## config.mk

```make
export PLATFORM = sky130hd
export DESIGN_NAME = ntt_bfu
export DESIGN_NICKNAME = d
export VERILOG_FILES = /design/src/rtl/ntt_bfu_pkg.sv /design/src/rtl/ntt_bfu_mod_mul_barrett.sv /design/src/rtl/ntt_bfu.sv
export SDC_FILE = /design/constraint.sdc
export NUM_CORES = 1
export LEC_CHECK = 0
export ABC_AREA = 0
export CAP_MARGIN = 20
export CORE_MARGIN = 3
export CORE_UTILIZATION = 38
export DETAILED_ROUTE_END_ITERATION = 10
export RECOVER_POWER = 25
export SKIP_CTS_REPAIR_TIMING = 1
export SLEW_MARGIN = 20
export SYNTH_ARGS = -nofsm -noshare
export SYNTH_HDL_FRONTEND = slang
export SYNTH_SLANG_ARGS = --single-unit
```

## constraint.sdc

```tcl
create_clock -name clk -period 4.95 [get_ports clk]
set_input_delay 0.495 -clock clk [delete_from_list [all_inputs] [get_ports clk]]
set_output_delay 0.495 -clock clk [all_outputs]
set_load 0.01 [all_outputs]
```

## src/rtl/ntt_bfu_pkg.sv

```systemverilog
// Shared constants for the NTT butterfly datapath (Kyber, q = 3329).
// DW_DEF : coefficient / twiddle width
// Q_DEF  : modulus
// BK_DEF : Barrett shift k, (Q-1)^2 < 2^BK
// BM_DEF : Barrett constant floor(2^BK / Q)
package ntt_bfu_pkg;

  localparam int DW_DEF = 12;
  localparam int Q_DEF  = 3329;
  localparam int BK_DEF = 24;
  localparam int BM_DEF = 5039;

endpackage

```

## src/rtl/ntt_bfu_mod_mul_barrett.sv

```systemverilog
// Pipelined Barrett modular multiplier: z = (x * y) mod Q, latency 4.
// Ports:
//   clk, rst_n  : clock, asynchronous active-low reset
//   x, y, vin   : operands (< Q) and their valid flag
//   z, vout     : reduced product and its valid flag, 4 cycles later
module mod_mul_barrett
  import ntt_bfu_pkg::*;
#(
  parameter int DATA_W = DW_DEF,
  parameter int Q      = Q_DEF,
  parameter int BK     = BK_DEF,
  parameter int BM     = BM_DEF
) (
  input  logic              clk,
  input  logic              rst_n,
  input  logic [DATA_W-1:0] x,
  input  logic [DATA_W-1:0] y,
  input  logic              vin,
  output logic [DATA_W-1:0] z,
  output logic              vout
);

  localparam int PW = 2 * DATA_W;        // full product width
  localparam int MW = PW + DATA_W + 1;   // product times Barrett constant
  localparam int RW = DATA_W + 1;        // residue in [0, 2Q)
  localparam int QW = MW - BK;           // quotient estimate width

  // Single conditional subtraction: maps [0, 2Q) onto [0, Q).
  function automatic logic [RW-1:0] csub(input logic [RW-1:0] v);
    return (v >= RW'(Q)) ? v - RW'(Q) : v;
  endfunction

  logic [PW-1:0] prod_p1, prod_p2;
  logic [QW-1:0] quot_p2;
  logic [RW-1:0] res_p3;
  logic          vld_p1, vld_p2, vld_p3;

  always_ff @(posedge clk or negedge rst_n) begin
    if (!rst_n) begin
      prod_p1 <= '0;
      vld_p1  <= 1'b0;
      prod_p2 <= '0;
      quot_p2 <= '0;
      vld_p2  <= 1'b0;
      res_p3  <= '0;
      vld_p3  <= 1'b0;
      z       <= '0;
      vout    <= 1'b0;
    end else begin
      // S1: raw product
      prod_p1 <= PW'(x) * PW'(y);
      vld_p1  <= vin;
      // S2: quotient estimate, never above the true quotient
      quot_p2 <= QW'((MW'(prod_p1) * MW'(BM)) >> BK);
      prod_p2 <= prod_p1;
      vld_p2  <= vld_p1;
      // S3: residue, the estimate is short by at most one Q
      res_p3  <= RW'(prod_p2 - PW'(quot_p2) * PW'(Q));
      vld_p3  <= vld_p2;
      // S4: final reduction
      z       <= DATA_W'(csub(res_p3));
      vout    <= vld_p3;
    end
  end

endmodule

```

## src/rtl/ntt_bfu.sv

```systemverilog
// Cooley-Tukey butterfly for the NTT datapath, modulus Q = 3329.
// out_a = (a + w*b) mod Q, out_b = (a - w*b) mod Q, fixed latency 5,
// one butterfly per cycle, no stalls.
// Ports:
//   clk, rst_n            : clock, asynchronous active-low reset
//   in_valid              : operands valid (from address generator enable)
//   in_a, in_b, in_w      : coefficients and twiddle, all < Q
//   out_valid             : results valid (to address generator valid)
//   out_a, out_b          : butterfly results
module ntt_bfu
  import ntt_bfu_pkg::*;
#(
  parameter int DATA_W = DW_DEF,
  parameter int Q      = Q_DEF,
  parameter int BK     = BK_DEF,
  parameter int BM     = BM_DEF
) (
  input  logic              clk,
  input  logic              rst_n,
  input  logic              in_valid,
  input  logic [DATA_W-1:0] in_a,
  input  logic [DATA_W-1:0] in_b,
  input  logic [DATA_W-1:0] in_w,
  output logic              out_valid,
  output logic [DATA_W-1:0] out_a,
  output logic [DATA_W-1:0] out_b
);

  localparam int RW = DATA_W + 1;

  function automatic logic [RW-1:0] csub(input logic [RW-1:0] v);
    return (v >= RW'(Q)) ? v - RW'(Q) : v;
  endfunction

  logic [DATA_W-1:0] m_p4;
  logic              vld_p4;
  logic [DATA_W-1:0] a_p1, a_p2, a_p3, a_p4;
  logic [RW-1:0]     sum_p4, dif_p4;

  mod_mul_barrett #(
    .DATA_W (DATA_W),
    .Q      (Q),
    .BK     (BK),
    .BM     (BM)
  ) u_mul (
    .clk   (clk),
    .rst_n (rst_n),
    .x     (in_w),
    .y     (in_b),
    .vin   (in_valid),
    .z     (m_p4),
    .vout  (vld_p4)
  );

  // S1..S4: a travels alongside the multiplier pipeline
  always_ff @(posedge clk or negedge rst_n) begin
    if (!rst_n) begin
      a_p1 <= '0;
      a_p2 <= '0;
      a_p3 <= '0;
      a_p4 <= '0;
    end else begin
      a_p1 <= in_a;
      a_p2 <= a_p1;
      a_p3 <= a_p2;
      a_p4 <= a_p3;
    end
  end

  // S5: add/sub; Q is added before subtracting so the difference stays positive
  always_comb begin
    sum_p4 = RW'(a_p4) + RW'(m_p4);
    dif_p4 = RW'(a_p4) + RW'(Q) - RW'(m_p4);
  end

  always_ff @(posedge clk or negedge rst_n) begin
    if (!rst_n) begin
      out_a     <= '0;
      out_b     <= '0;
      out_valid <= 1'b0;
    end else begin
      out_a     <= DATA_W'(csub(sum_p4));
      out_b     <= DATA_W'(csub(dif_p4));
      out_valid <= vld_p4;
    end
  end

endmodule
```

==> reports/qor.yml <==
finish:
  diodes: 0
  fin_nets: 2387
  drive_gt1_frac: 0.170
  design_area_sq_mm: 0.0205
  area_growth_pct: 22.1
  post-route-util: 0.472
placed_design:
  place_area_sq_mm: 0.0194
  post-place-ws_ns: -0.777
  port_buffers: 63
  hpwl_mm: 29.4
  gp_congestion: 0.858
grt:
  grt_usage: 0.154
  grt_max_degree: 58
  overflow: 0
  grt_pass1_vias: 12013
  antenna_found_initial: 0
  grt_pass1_wl_mm: 58.7
floorplanning:
  start_util: 0.387
  die_x_um: 216
  dieArea_sq_mm: 0.0467
  io_pins: 64
  core_sq_mm: 0.0434
  std_cell_rows: 76
  dieHeight_um: 216
clock_tree:
  cts_sinks: 152
  tritoncts: "done"
  root_buffer: "clkbuf_16"
  clock_latency_ns: 0.44
  cts_buffer_depth: 2
  cts-buffers-inserted: 17
  clk_pin_slew_ns: 0.07
  htree_levels: 4
timing:
  rsz0062_at_grt: "yes"
  skew_ns: 0.0175
  period_share: 1.06
  fin_crit_ns: 5.26
  setup_slack_ns: -0.309
  slew_viol_final: 58
  holdWs_ns: 0.343
  final-setup-viol-count: 8
  worst_slew_pin_slew_ns: 2.85
  hold_violations: 0
  slew_headroom: -0.899
  fmax_mhz: 190
synth:
  synth_area_sq_mm: 0.0168
  synth.avg_cell_area_sq_um: 10.4
  synth.distinct_cells: 60
  synth-seq-cells: 152
  async_reset_ff_frac: 1.00
  ys.flop_type: "dfrtp_1"
  syn_nets: 2141
  ys_seq_area_frac: 0.227
  syn_inst: 1608
  synth_warnings: 0
  synth_edf_count: 0
drt:
  ant_nets: 0
  dr.pass1.iters: 5
  vias_per_cell: 4.68
  route.vias.total: 11485
  drc: 0
  drt_iter0_markers: 377
  wirelength_mm: 34.7
  detail_route.wl_per_cell_um: 14.2
worst_setup_path:
  crit_type: "register to register"
  worstPathCellList: "buf_4, fa_1, fa_1, fa_1, fa_1, inv_2, fa_1, inv_2, ha_4, and4_1, and2_4, nand4_1, o21ai_2, a31oi_4, a211oi_2, buf_4, nor2_2, a21oi_2, xor2_1"
  slowest_delay_ns: 0.62
  cp-start-kind: "register"
  crit_path_top_delay_cell: "fa_1"
  crit_required_ns: 5.28
  reg2reg_from: "u_mul.prod_p1[15]"
  path_common_cell: "fa_1"
  crit_path_max_fanout: 4
  arrival_ns: 5.59
  cp-startpoint: "u_mul.prod_p1[15]"
  endpoint_kind: "register"
run_status:
  status: "finished with violations"
  violations: "capacitance limit, slew limit, setup timing"
worst_hold_path:
  hp-class: "register to register"
  min_from: "a_p1[10]"
run:
  maxCapViolations: 1
==> stage by stage <==
stage	TNS, ns	std cells
2_1_floorplan	-0.0108	1608
3_3_place_gp	-9.32	2399
3_5_place_dp	-9.71	2399
4_1_cts	-4.98	2431
5_1_grt	-3.95	2452
6_report	-1.44	2452
==> cells in the mapped netlist, drive strengths merged, types with 2 or more instances <==
cell type	instances	area, sq um
nand3b	3	22.5
a31o	2	17.5
nand4	7	43.8
o21ai	32	160
nor4	5	37.5
a221oi	4	35.0
nor3	20	100
o21a	5	37.5
a21o	22	165
o31ai	2	15.0
clkbuf	27	101
xnor2	60	526
inv	327	1230
and2	70	438
nand2b	10	62.6
and3	5	31.3
a2111oi	3	27.5
nor2	39	146
a21oi	52	260
or3	13	81.3
mux2i	4	40.0
a211o	7	61.3
a311oi	2	17.5
o311a	2	20.0
or2	2	12.5
and3b	2	17.5
nor3b	3	22.5
o21bai	4	30.0
xor2	28	245
and4	2	17.5
dfrtp	152	3800
a31oi	8	50.1
nand2	124	465
nand3	15	80.1
nor2b	10	62.6
fa	235	4700
a211oi	13	97.6
a21boi	10	75.1
ha	259	3240
nor4b	3	26.3
or4	2	15.0
==> worst paths after layout <==
path	cells after the start	slack, ns	endpoint
max	19	-0.31	u_mul.quot_p2[12]
min	0	0.34	a_p2[10]
max reg2reg	19	-0.31	u_mul.quot_p2[12]
min reg2reg	0	0.34	a_p2[10]
max in group asynchronous	2	2.13	out_a[7]
min in group asynchronous	1	0.96	a_p1[0]
==> placed cells by master (no fill, tap or decap), types with 13 or more instances in the layout <==
cell type        count
nand2_1            121
nor3_1              19
buf_4              183
xnor2_1             59
dfrtp_2             16
clkdlybuf4s50_1     40
fa_1               229
a21o_1              22
xor2_1              27
a21oi_1             43
ha_1               247
dlymetal6s2s_1      16
nand3_1             13
nor2_1              38
inv_1              322
and2_1              68
clkbuf_16           17
dfrtp_1            136
o21ai_0             24
==> critical path: cells and delay by family (launching register included) <==
| family | cells | cell delay, ns |
|---|---|---|
| AO/OA/AOI/OAI | 4 | 0.78 |
| adder cells (fa/ha/maj) | 6 | 2.87 |
| buffers and inverters | 4 | 0.40 |
| XOR/XNOR | 1 | 0.21 |
| flip-flops | 1 | 0.43 |
| AND/OR/NAND/NOR | 4 | 0.46 |
==> state kept, by name, summed over array words and instances (netlist names) <==
signal / cells
u_mul.prod_p1: 24
u_mul.prod_p2: 13
u_mul.quot_p2: 13
u_mul.res_p3: 13
a_p1: 12
a_p2: 12
a_p3: 12
a_p4: 12
out_a: 12
out_b: 12
u_mul.z: 12
out_valid: 1
u_mul.vld_p1: 1
u_mul.vld_p2: 1
u_mul.vld_p3: 1
u_mul.vout: 1
==> cell families (layout without fill, tap and decap cells) <==
group           Yosys count  count (layout)  synth area share
simple gates            336             336             0.101
fa+ha+maj               494             494             0.474
buf+inv                 355             614            0.0797
mux                       5               5           0.00306
flops                   152             152             0.227
compound gates          178             178            0.0699
xor+xnor                 88              88            0.0460
==> per-layer routing <==
metal,vias up,track usage,wire [um]
li1,5595,-,-
met1,5733,0.202,15500
met2,125,0.272,17900
met3,32,0.0212,834
met4,0,0.0333,482
met5,-,0,0
==> cell type report <==
type / instances / area [sq um]
sequential: 152 / 3820
clock inverter: 13 / 111
inverter: 327 / 1230
timing repair buffer: 255 / 2140
multi-input combinational: 1101 / 12000
clock buffer: 19 / 453
tap: 585 / 732
fill: 4137 / 22900
Power is not shown: default switching activity piles up to over one toggle a cycle in this logic, so the estimate is an artifact.
